`src/rtl/iiitb_wm_plant.sv`:
```
// Washing-machine plant model: water level, detergent dispenser, wash and spin timers.
// Latency: level moves one step per plant tick; every output is registered (flags lag the level by one clock).
// Backpressure: none; commands are sampled every clock. Optional fault interlock built with WM_PLANT_FAULT_EN.
module iiitb_wm_plant #(
    parameter int TICK_DIV    = 4,
    parameter int FILL_TICKS  = 8,
    parameter int DET_TICKS   = 2,
    parameter int CYCLE_TICKS = 16,
    parameter int SPIN_TICKS  = 8
) (
    input  logic       clk,
    input  logic       reset,
    input  logic       fill_value_on,
    input  logic       drain_value_on,
    input  logic       motor_on,
    input  logic       door_lock,
    input  logic       soap_wash,
    input  logic       water_wash,
    output logic       filled,
    output logic       drained,
    output logic       detergent_added,
    output logic       cycle_timeout,
    output logic       spin_timeout,
    output logic [7:0] level,
    output logic       fault
);

    localparam int PW = $clog2(TICK_DIV);
    localparam int DW = $clog2(DET_TICKS + 1);
    localparam int CW = $clog2(CYCLE_TICKS + 1);
    localparam int SW = $clog2(SPIN_TICKS + 1);

    localparam logic [PW-1:0] PRE_MAX  = PW'(TICK_DIV - 1);
    localparam logic [7:0]    FILL_MAX = 8'(FILL_TICKS);
    localparam logic [DW-1:0] DET_MAX  = DW'(DET_TICKS);
    localparam logic [CW-1:0] CYC_MAX  = CW'(CYCLE_TICKS);
    localparam logic [SW-1:0] SPIN_MAX = SW'(SPIN_TICKS);

    logic [PW-1:0] pre_cnt;
    logic          tick;
    logic [7:0]    level_next;
    logic          det_req;
    logic          spin_cond;
    logic [DW-1:0] det_cnt,  det_next;
    logic [CW-1:0] wash_cnt, wash_next;
    logic [SW-1:0] spin_cnt, spin_next;

    assign tick      = (pre_cnt == PRE_MAX);
    // Dispensing only happens with a full, idle drum during the soap phase.
    assign det_req   = soap_wash & filled & ~fill_value_on & ~drain_value_on & ~motor_on;
    assign spin_cond = drain_value_on & drained & water_wash;

    // Prescaler: free-running 0..TICK_DIV-1, tick on the terminal count.
    always_ff @(posedge clk) begin
        if (reset) pre_cnt <= '0;
        else if (tick) pre_cnt <= '0;
        else pre_cnt <= pre_cnt + 1'b1;
    end

    // Next-state for level and the three saturating counters.
    always_comb begin
        level_next = level;
        if (tick) begin
            if (fill_value_on && !drain_value_on && level != FILL_MAX)
                level_next = level + 8'd1;
            else if (drain_value_on && !fill_value_on && level != 8'd0)
                level_next = level - 8'd1;
        end

        det_next = det_cnt;
        if (!det_req) det_next = '0;
        else if (tick && det_cnt != DET_MAX) det_next = det_cnt + 1'b1;

        wash_next = wash_cnt;
        if (!motor_on) wash_next = '0;
        else if (tick && !drain_value_on && wash_cnt != CYC_MAX) wash_next = wash_cnt + 1'b1;

        spin_next = spin_cnt;
        if (!spin_cond) spin_next = '0;
        else if (tick && spin_cnt != SPIN_MAX) spin_next = spin_cnt + 1'b1;
    end

    // Level register; filled/drained decode the current registered level so they lag it by a clock.
    always_ff @(posedge clk) begin
        if (reset) begin
            level   <= 8'd0;
            filled  <= 1'b0;
            drained <= 1'b1;
        end else begin
            level   <= level_next;
            filled  <= (level == FILL_MAX);
            drained <= (level == 8'd0);
        end
    end

    // Counters and their timeout flags, flags reflect the counter value being loaded.
    always_ff @(posedge clk) begin
        if (reset) begin
            det_cnt         <= '0;
            wash_cnt        <= '0;
            spin_cnt        <= '0;
            detergent_added <= 1'b0;
            cycle_timeout   <= 1'b0;
            spin_timeout    <= 1'b0;
        end else begin
            det_cnt         <= det_next;
            wash_cnt        <= wash_next;
            spin_cnt        <= spin_next;
            detergent_added <= det_req && (det_next == DET_MAX);
            cycle_timeout   <= (wash_next == CYC_MAX);
            spin_timeout    <= (spin_next == SPIN_MAX);
        end
    end

`ifdef WM_PLANT_FAULT_EN
    // Sticky interlock: door unlocked with water in the drum or the motor running.
    always_ff @(posedge clk) begin
        if (reset) fault <= 1'b0;
        else if (!door_lock && (level != 8'd0 || motor_on)) fault <= 1'b1;
    end
`else
    logic unused_door_lock;
    assign unused_door_lock = door_lock;
    assign fault = 1'b0;
`endif

endmodule

```
`config.mk`:
```
export PLATFORM = sky130hd
export DESIGN_NAME = iiitb_wm_plant
export DESIGN_NICKNAME = d
export VERILOG_FILES = /design/src/rtl/iiitb_wm_plant.sv
export SDC_FILE = /design/constraint.sdc
export NUM_CORES = 1
export LEC_CHECK = 0
export CORE_UTILIZATION = 37
export DETAILED_ROUTE_END_ITERATION = 8
export HOLD_SLACK_MARGIN = 0.03
export REMOVE_ABC_BUFFERS = 1
export SYNTH_ARGS = -nofsm -noshare
export SYNTH_HDL_FRONTEND = slang
export SYNTH_SLANG_ARGS = --single-unit
```
`constraint.sdc`:
```
create_clock -name clk -period 3.6 [get_ports clk]
set_input_delay 1.08 -clock clk [delete_from_list [all_inputs] [get_ports clk]]
set_output_delay 1.08 -clock clk [all_outputs]
set_load 0.01 [all_outputs]
```
==> metrics.yaml <==
outcome:
  status: "completed"
grt:
  antenna_found_initial: 0
  grt_pass1_vias: 1246
  grt.overflow.total: 0
  grt_pass1_wl_um: 5340
  grt_max_degree: 18
  grt_util_all_layers_pct: 16.08
timing:
  worstMarginPinSlew_ps: 657.0
  final-hold-violation-count: 0
  rsz0062_at_grt: "false"
  slew_headroom_pct: 56.06
  layout_min_cycle_time_ps: 3366
  fmax_mhz: 297.1
  finalMaxSlewViolations: 0
  clock_skew_ps: 2.479
  period_share_pct: 93.49
  final-setup-viol-count: 0
final_layout:
  areaGrowthSynthToFinish_pct: 23.08
  drive_gt1_share_pct: 11.17
  fin_util_pct: 49.00
  final_area_sq_um: 1848
  fillCellCount: 361
  layout.nets: 220
  final_cell_mix: "dfxtp_1 (26), nor2_1 (21), clkdlybuf4s50_1 (19)"
  mostFrequentLayoutCell: "dfxtp_1"
  antenna_cells: 0
job:
  drv_cap: 0
logic_synthesis:
  async_flop_share_pct: 0
  ys_seq_area_share_pct: 34.67
  synth_seq_cells: 26
  synth_edf_count: 0
  yosysWarnings: 0
  syn_area_sq_um: 1501
  synthDistinctLibCells: 44
  syn_avg_cell_area_sq_um: 8.937
  syn_inst: 168
  synthFlopType: "dfxtp_1"
power_and_ir_drop:
  p_switching_mw: 0.1357
  combPwrFrac_pct: 16.0
  intPower_mw: 0.4120
  leakagePower_nw: 0.7465
  irDropWorstVdd_mv: 0.1303
  seqPwrFrac_pct: 54.6
  power_frac_clock_pct: 29.4
  power.density_nw_per_um2: 296.4
  switching_share_pct: 24.78
setup_path:
  crit_arrival_ps: 3550
  critPathTopFamily: "buffers and inverters"
  path_buf_inv: 3
  slowest_delay_ps: 470
  startpoint: "drain_value_on"
  worstPathMaxFanout: 6
  cpMaxStageDelayCell: "clkdlybuf4s50_1"
  worst_ep_required_time_ps: 3790
  cp_cell_sequence: "clkdlybuf4s50_1, a311oi_4, inv_1, buf_4, fa_1, a211oi_1, nor2_1, or3_1, a21oi_1"
  regToRegStartpoint: "level[0]$_SDFFE_PP0P_"
  crit_type: "in2reg"
  end_kind: "flip-flop"
  worstSetupStartpointType: "input pin"
place:
  io_buffers: 19
  place_congestion: 0.7443
  dp_hpwl_um: 2423
  placed_area_sq_um: 1807
floorplanning:
  fp.dieH_um: 65.70
  initial_core_util_pct: 39.81
  die-area_sq_um: 4316
  rows: 22
  core-area_sq_um: 3771
  io_pins: 22
  die_w_um: 65.70
routing:
  detail_route.wl_per_cell_um: 12.83
  vias: 1254
  wirelength_um: 3143
  drtIter0Drc: 47
  detail-route-antenna-nets: 0
  drt-pass1-iter-count: 4
  post-route-drc-count: 0
  routed_via_density: 5.118
clock_network:
  clock-sinks: 26
  clk_path_buf_depth: 2
  cts_tree: "yes"
  clkTransAtPathRegs_ps: 90
  clkLatencyLatePin_ps: 260
  post_cts_buffers: 0
  cts_buffers: 3
  root_buffer: "clkbuf_8"
  htree_levels: 1
  cts_hold_buffers: 0
  ctsResizeCount: 0
min_path:
  hold_class: "reg2reg"
  worstHoldStart: "pre_cnt[0]$_SDFF_PP0_"
-- power groups by stage --
stage	Clock, mW	Combinational (mW)	Sequential (mW)
after floorplan	0	0.0506	0.306
after global placement	0	0.0837	0.305
after detailed placement	0	0.0873	0.306
after CTS	0.166	0.0882	0.299
after global routing	0.178	0.0974	0.300
final	0.161	0.0876	0.299
-- path summary, 6_finish.rpt --
kind	endpoint	slack, ps	cells after the start
setup / recovery	level[4]$_SDFFE_PP0P_	230	9
hold / removal	pre_cnt[0]$_SDFF_PP0_	430	1
setup reg to reg	level[4]$_SDFFE_PP0P_	880	9
hold reg to reg	pre_cnt[0]$_SDFF_PP0_	430	1
-- sequential cells by signal (all words and copies together) (netlist names) --
name and cells:
spin_timeout 1, pre_cnt 2, wash_cnt 5, level 8, filled 1, drained 1, spin_cnt 4, cycle_timeout 1
detergent_added 1, det_cnt 2
-- final cells by class --
class                      instances  area, sq um  share of cell area [%]
sequential                        26        520.5                   28.17
clock buffer                       3        41.29                   2.234
multi-input combinational        128        915.9                   49.56
tap                               48        60.06                   3.250
timing repair buffer              30        272.8                   14.76
inverter                          10        37.54                   2.031
-- worst reg2reg max path: cells and delay by family, from the launching register on --
kind                     cells  cell delay, ps
AO/OA/AOI/OAI                3             770
AND/OR/NAND/NOR              3             600
flip-flops                   1             500
adder cells (fa/ha/maj)      1             410
buffers and inverters        2             380
-- routing by layer --
metal  wire (um)  vias to the layer above  global-route usage, %
met1        1504                      579                  19.49
met3         122                        2                  2.604
li1            -                      651                      -
met5           0                        -                      0
met4          27                        0                  6.522
met2        1488                       22                  27.81
-- cell usage after synthesis (2+ instances only) --
library cell | n | area, sq um
dfxtp_1 | 26 | 520.5
nor2_1 | 21 | 78.83
ha_1 | 12 | 150.1
nand2_1 | 11 | 41.29
a21oi_1 | 10 | 50.05
inv_1 | 10 | 37.54
nor3_1 | 6 | 30.03
xnor2_1 | 6 | 52.55
xor2_1 | 6 | 52.55
a211oi_1 | 5 | 37.54
a21o_1 | 5 | 37.54
mux2i_1 | 4 | 40.04
nand4_1 | 4 | 25.02
nand3_1 | 3 | 15.01
nor2b_1 | 3 | 18.77
nor4_1 | 3 | 18.77
a31o_2 | 2 | 17.52
nand3b_1 | 2 | 15.01
o211a_1 | 2 | 20.02
o21ai_0 | 2 | 10.01
or3_1 | 2 | 12.51
-- logic make-up (layout without fill, tap and decap cells) --
group           Yosys count  after routing  share of synthesized area (%)
flops                    26             26                          34.67
other cells               1              1                         0.2498
mux                       5              5                          3.666
buf+inv                  14             43                          4.333
compound gates           34             34                          16.75
simple gates             63             63                          22.00
xor+xnor                 12             12                          7.000
fa+ha+maj                13             13                          11.33
-- metrics by stage --
| stage | hold slack (ps) | setup WS [ps] | instances | power, mW | setup TNS (ps) |
|---|---|---|---|---|---|
| finish | 433.4 | 234.4 | 245 | 0.5477 | 0 |
| global route | 471.8 | 111.9 | 245 | 0.5756 | 0 |
| CTS | 436.5 | 276.7 | 245 | 0.5534 | 0 |
| detailed placement | 419.7 | -0.6384 | 242 | 0.3931 | -0.6384 |
| global placement | 412.6 | 1.118 | 242 | 0.3890 | 0 |
| floorplan | 400.3 | 480.3 | 164 | 0.3565 | 0 |
Note: power is estimated with default switching activity, not from simulation.
==> RTL change, RTL diff (config.mk and constraints unchanged) <==
Add a define of `WM_PLANT_FAULT_EN`.
--- a/src/rtl/iiitb_wm_plant.sv
+++ b/src/rtl/iiitb_wm_plant.sv
@@ -3,2 +3,4 @@
 // Backpressure: none; commands are sampled every clock. Optional fault interlock built with WM_PLANT_FAULT_EN.
+`define WM_PLANT_FAULT_EN
+
 module iiitb_wm_plant #(
Formal check against the unedited RTL: not equivalent (a bounded check fails within 4 cycles, from zero or initial values and one cycle with reset high).
==> RTL change against the unedited design <==
- register-to-register slack worse by 380 ps
- sequential cell count rose by 1
- wire length rose by 16%
- synthesized area up 5.4%
- setup slack gained 160 ps
- sequential share of layout area grew 0.41 points
- total power grew 6.2%
- synthesized cell count is 4.2% higher
- cell area increased by 2.4%
- critical path type unchanged
==> RTL change: results (changes against the unedited design) <==
| Metric | Value |
|---|---|
| Outcome | finished clean |
| Worst-path clk slew | 100 ps |
| Leading registers by flop count | level: 8 flops, wash_cnt: 5 flops, spin_cnt: 4 flops |
| R2R cell count | 8 (-1) |
| Vias in the first global route | 1351 (+8.4%) |
| Drt wl/cell | 14.8 microns (+15%) |
| Crit path DAT | 3430 ps (-120 ps) |
| Post-synthesis sequential area ratio | 0.342 (-0.00516) |
| Clk buf depth | 2 (unchanged) |
| Pin count of the biggest net entering global routing | 21 (+3) |
| Gpl congestion | 0.855 (+15%) |
| Dpl cells | 243 (+0.41%) |
| DR iter-0 viols | 72 (+53%) |
| Non-filler cells, final | 247 (+0.82%) |
| Synth cell types | 51 (+16%) |
| Worst IR Drop VDD | 194 uV (+49%) |
| Share of cells above drive strength 1 | 0.0609 (-0.0508) |
| Global-route usage over all layers | 0.181 (+0.0198) |
| IO buf count | 21 (+2) |
| Htree depth | 1 (unchanged) |
| Drt pass-1 iters | 4 (unchanged) |
| First-pass GRT wire length | 6210 microns (+16%) |
| CP Max Fanout | 7 (+1) |
| Post-CTS Setup Bufs | 0 (unchanged) |
| Skew-Pair Late Insertion Delay | 280 ps (+20 ps) |
| Top cells by count, synth | 27 x dfxtp_1, 15 x nor2_1, 13 x a21oi_1 |
| Nets | 219 (-0.45%) |
| Post-CTS Resized | 0 (unchanged) |
| Drt via density | 5.72 (+12%) |
| Min-Delay Path Depth | 1 (unchanged) |
| Static Leak | 0.686 nW (-8.2%) |
| Area after DPL | 0.00184 sq mm (+2.0%) |
| DP Wirelength | 2630 microns (+8.4%) |
| Worst Max-Slew Pin Slew | 759 ps (+102 ps) |
| ANT cells | 0 (unchanged) |
| Clock Skew | 2.01 ps (-0.473 ps) |
| DP Worst Slack | 141 ps (+142 ps) |
| CTS root buffer | clkbuf_8 |
| Cells after Synth | 175 (+4.2%) |
| Synth area leaders | dfxtp_1 34%, ha_1 9.5%, a21oi_1 4.1% |
| YS warnings | 0 (unchanged) |
| Asr flop ratio synth | 0 (unchanged) |
| Antenna violations before repair | 0 (unchanged) |
| Worst hold path class | flip-flop to flip-flop |
[RTL change: logic make-up (layout without fill, tap and decap cells)]
family                   after synthesis  count (layout)  share of synthesized area
XOR/XNOR                               9               9                     0.0498
flip-flops                            27              27                      0.342
buffers and inverters                 10              32                     0.0269
AND/OR/NAND/NOR                       66              66                      0.255
AO/OA/AOI/OAI                         50              50                      0.219
adder cells (fa/ha/maj)               13              13                      0.108
[RTL change: worst paths after layout]
check | end | from | slack (ps)
worst max-delay path | level[7] | fill_value_on | 390
worst min-delay path | pre_cnt[0] | pre_cnt[0] | 440
worst max register to register | level[7] | level[0] | 500
worst min register to register | pre_cnt[0] | pre_cnt[0] | 440
[RTL change: layout make-up]
type | instances | area, sq um
Clock buffer | 3 | 41.3
Multi-Input combinational cell | 138 | 1000
Inverter | 6 | 22.5
Timing Repair Buffer | 22 | 218
Tap cell | 50 | 62.6
Clock inverter | 1 | 7.51
Sequential cell | 27 | 541
Fill cell | 399 | 2170
[RTL change: worst max-delay path, cell delays in order]
cell,delay [ps]
clkdlybuf4s50_1,520
nand3b_1,290
ha_1,400
a211oi_1,360
o211ai_1,220
a2111o_1,450
nand4_1,100
[RTL change: where the power goes]
part | switching (mW) | internal [mW] | total [mW]
registers | 0.00585 | 0.306 | 0.312
logic | 0.0459 | 0.0425 | 0.0884
clock network | 0.103 | 0.0787 | 0.182
[RTL change: routing by layer]
layer / GRT usage / routed length [microns] / vias up
met4: 0.0505 / 26 / 0
met2: 0.284 / 1620 / 32
met3: 0.0439 / 149 / 2
met1: 0.244 / 1850 / 677
met5: 0 / 0 / -
li1: - / - / 702
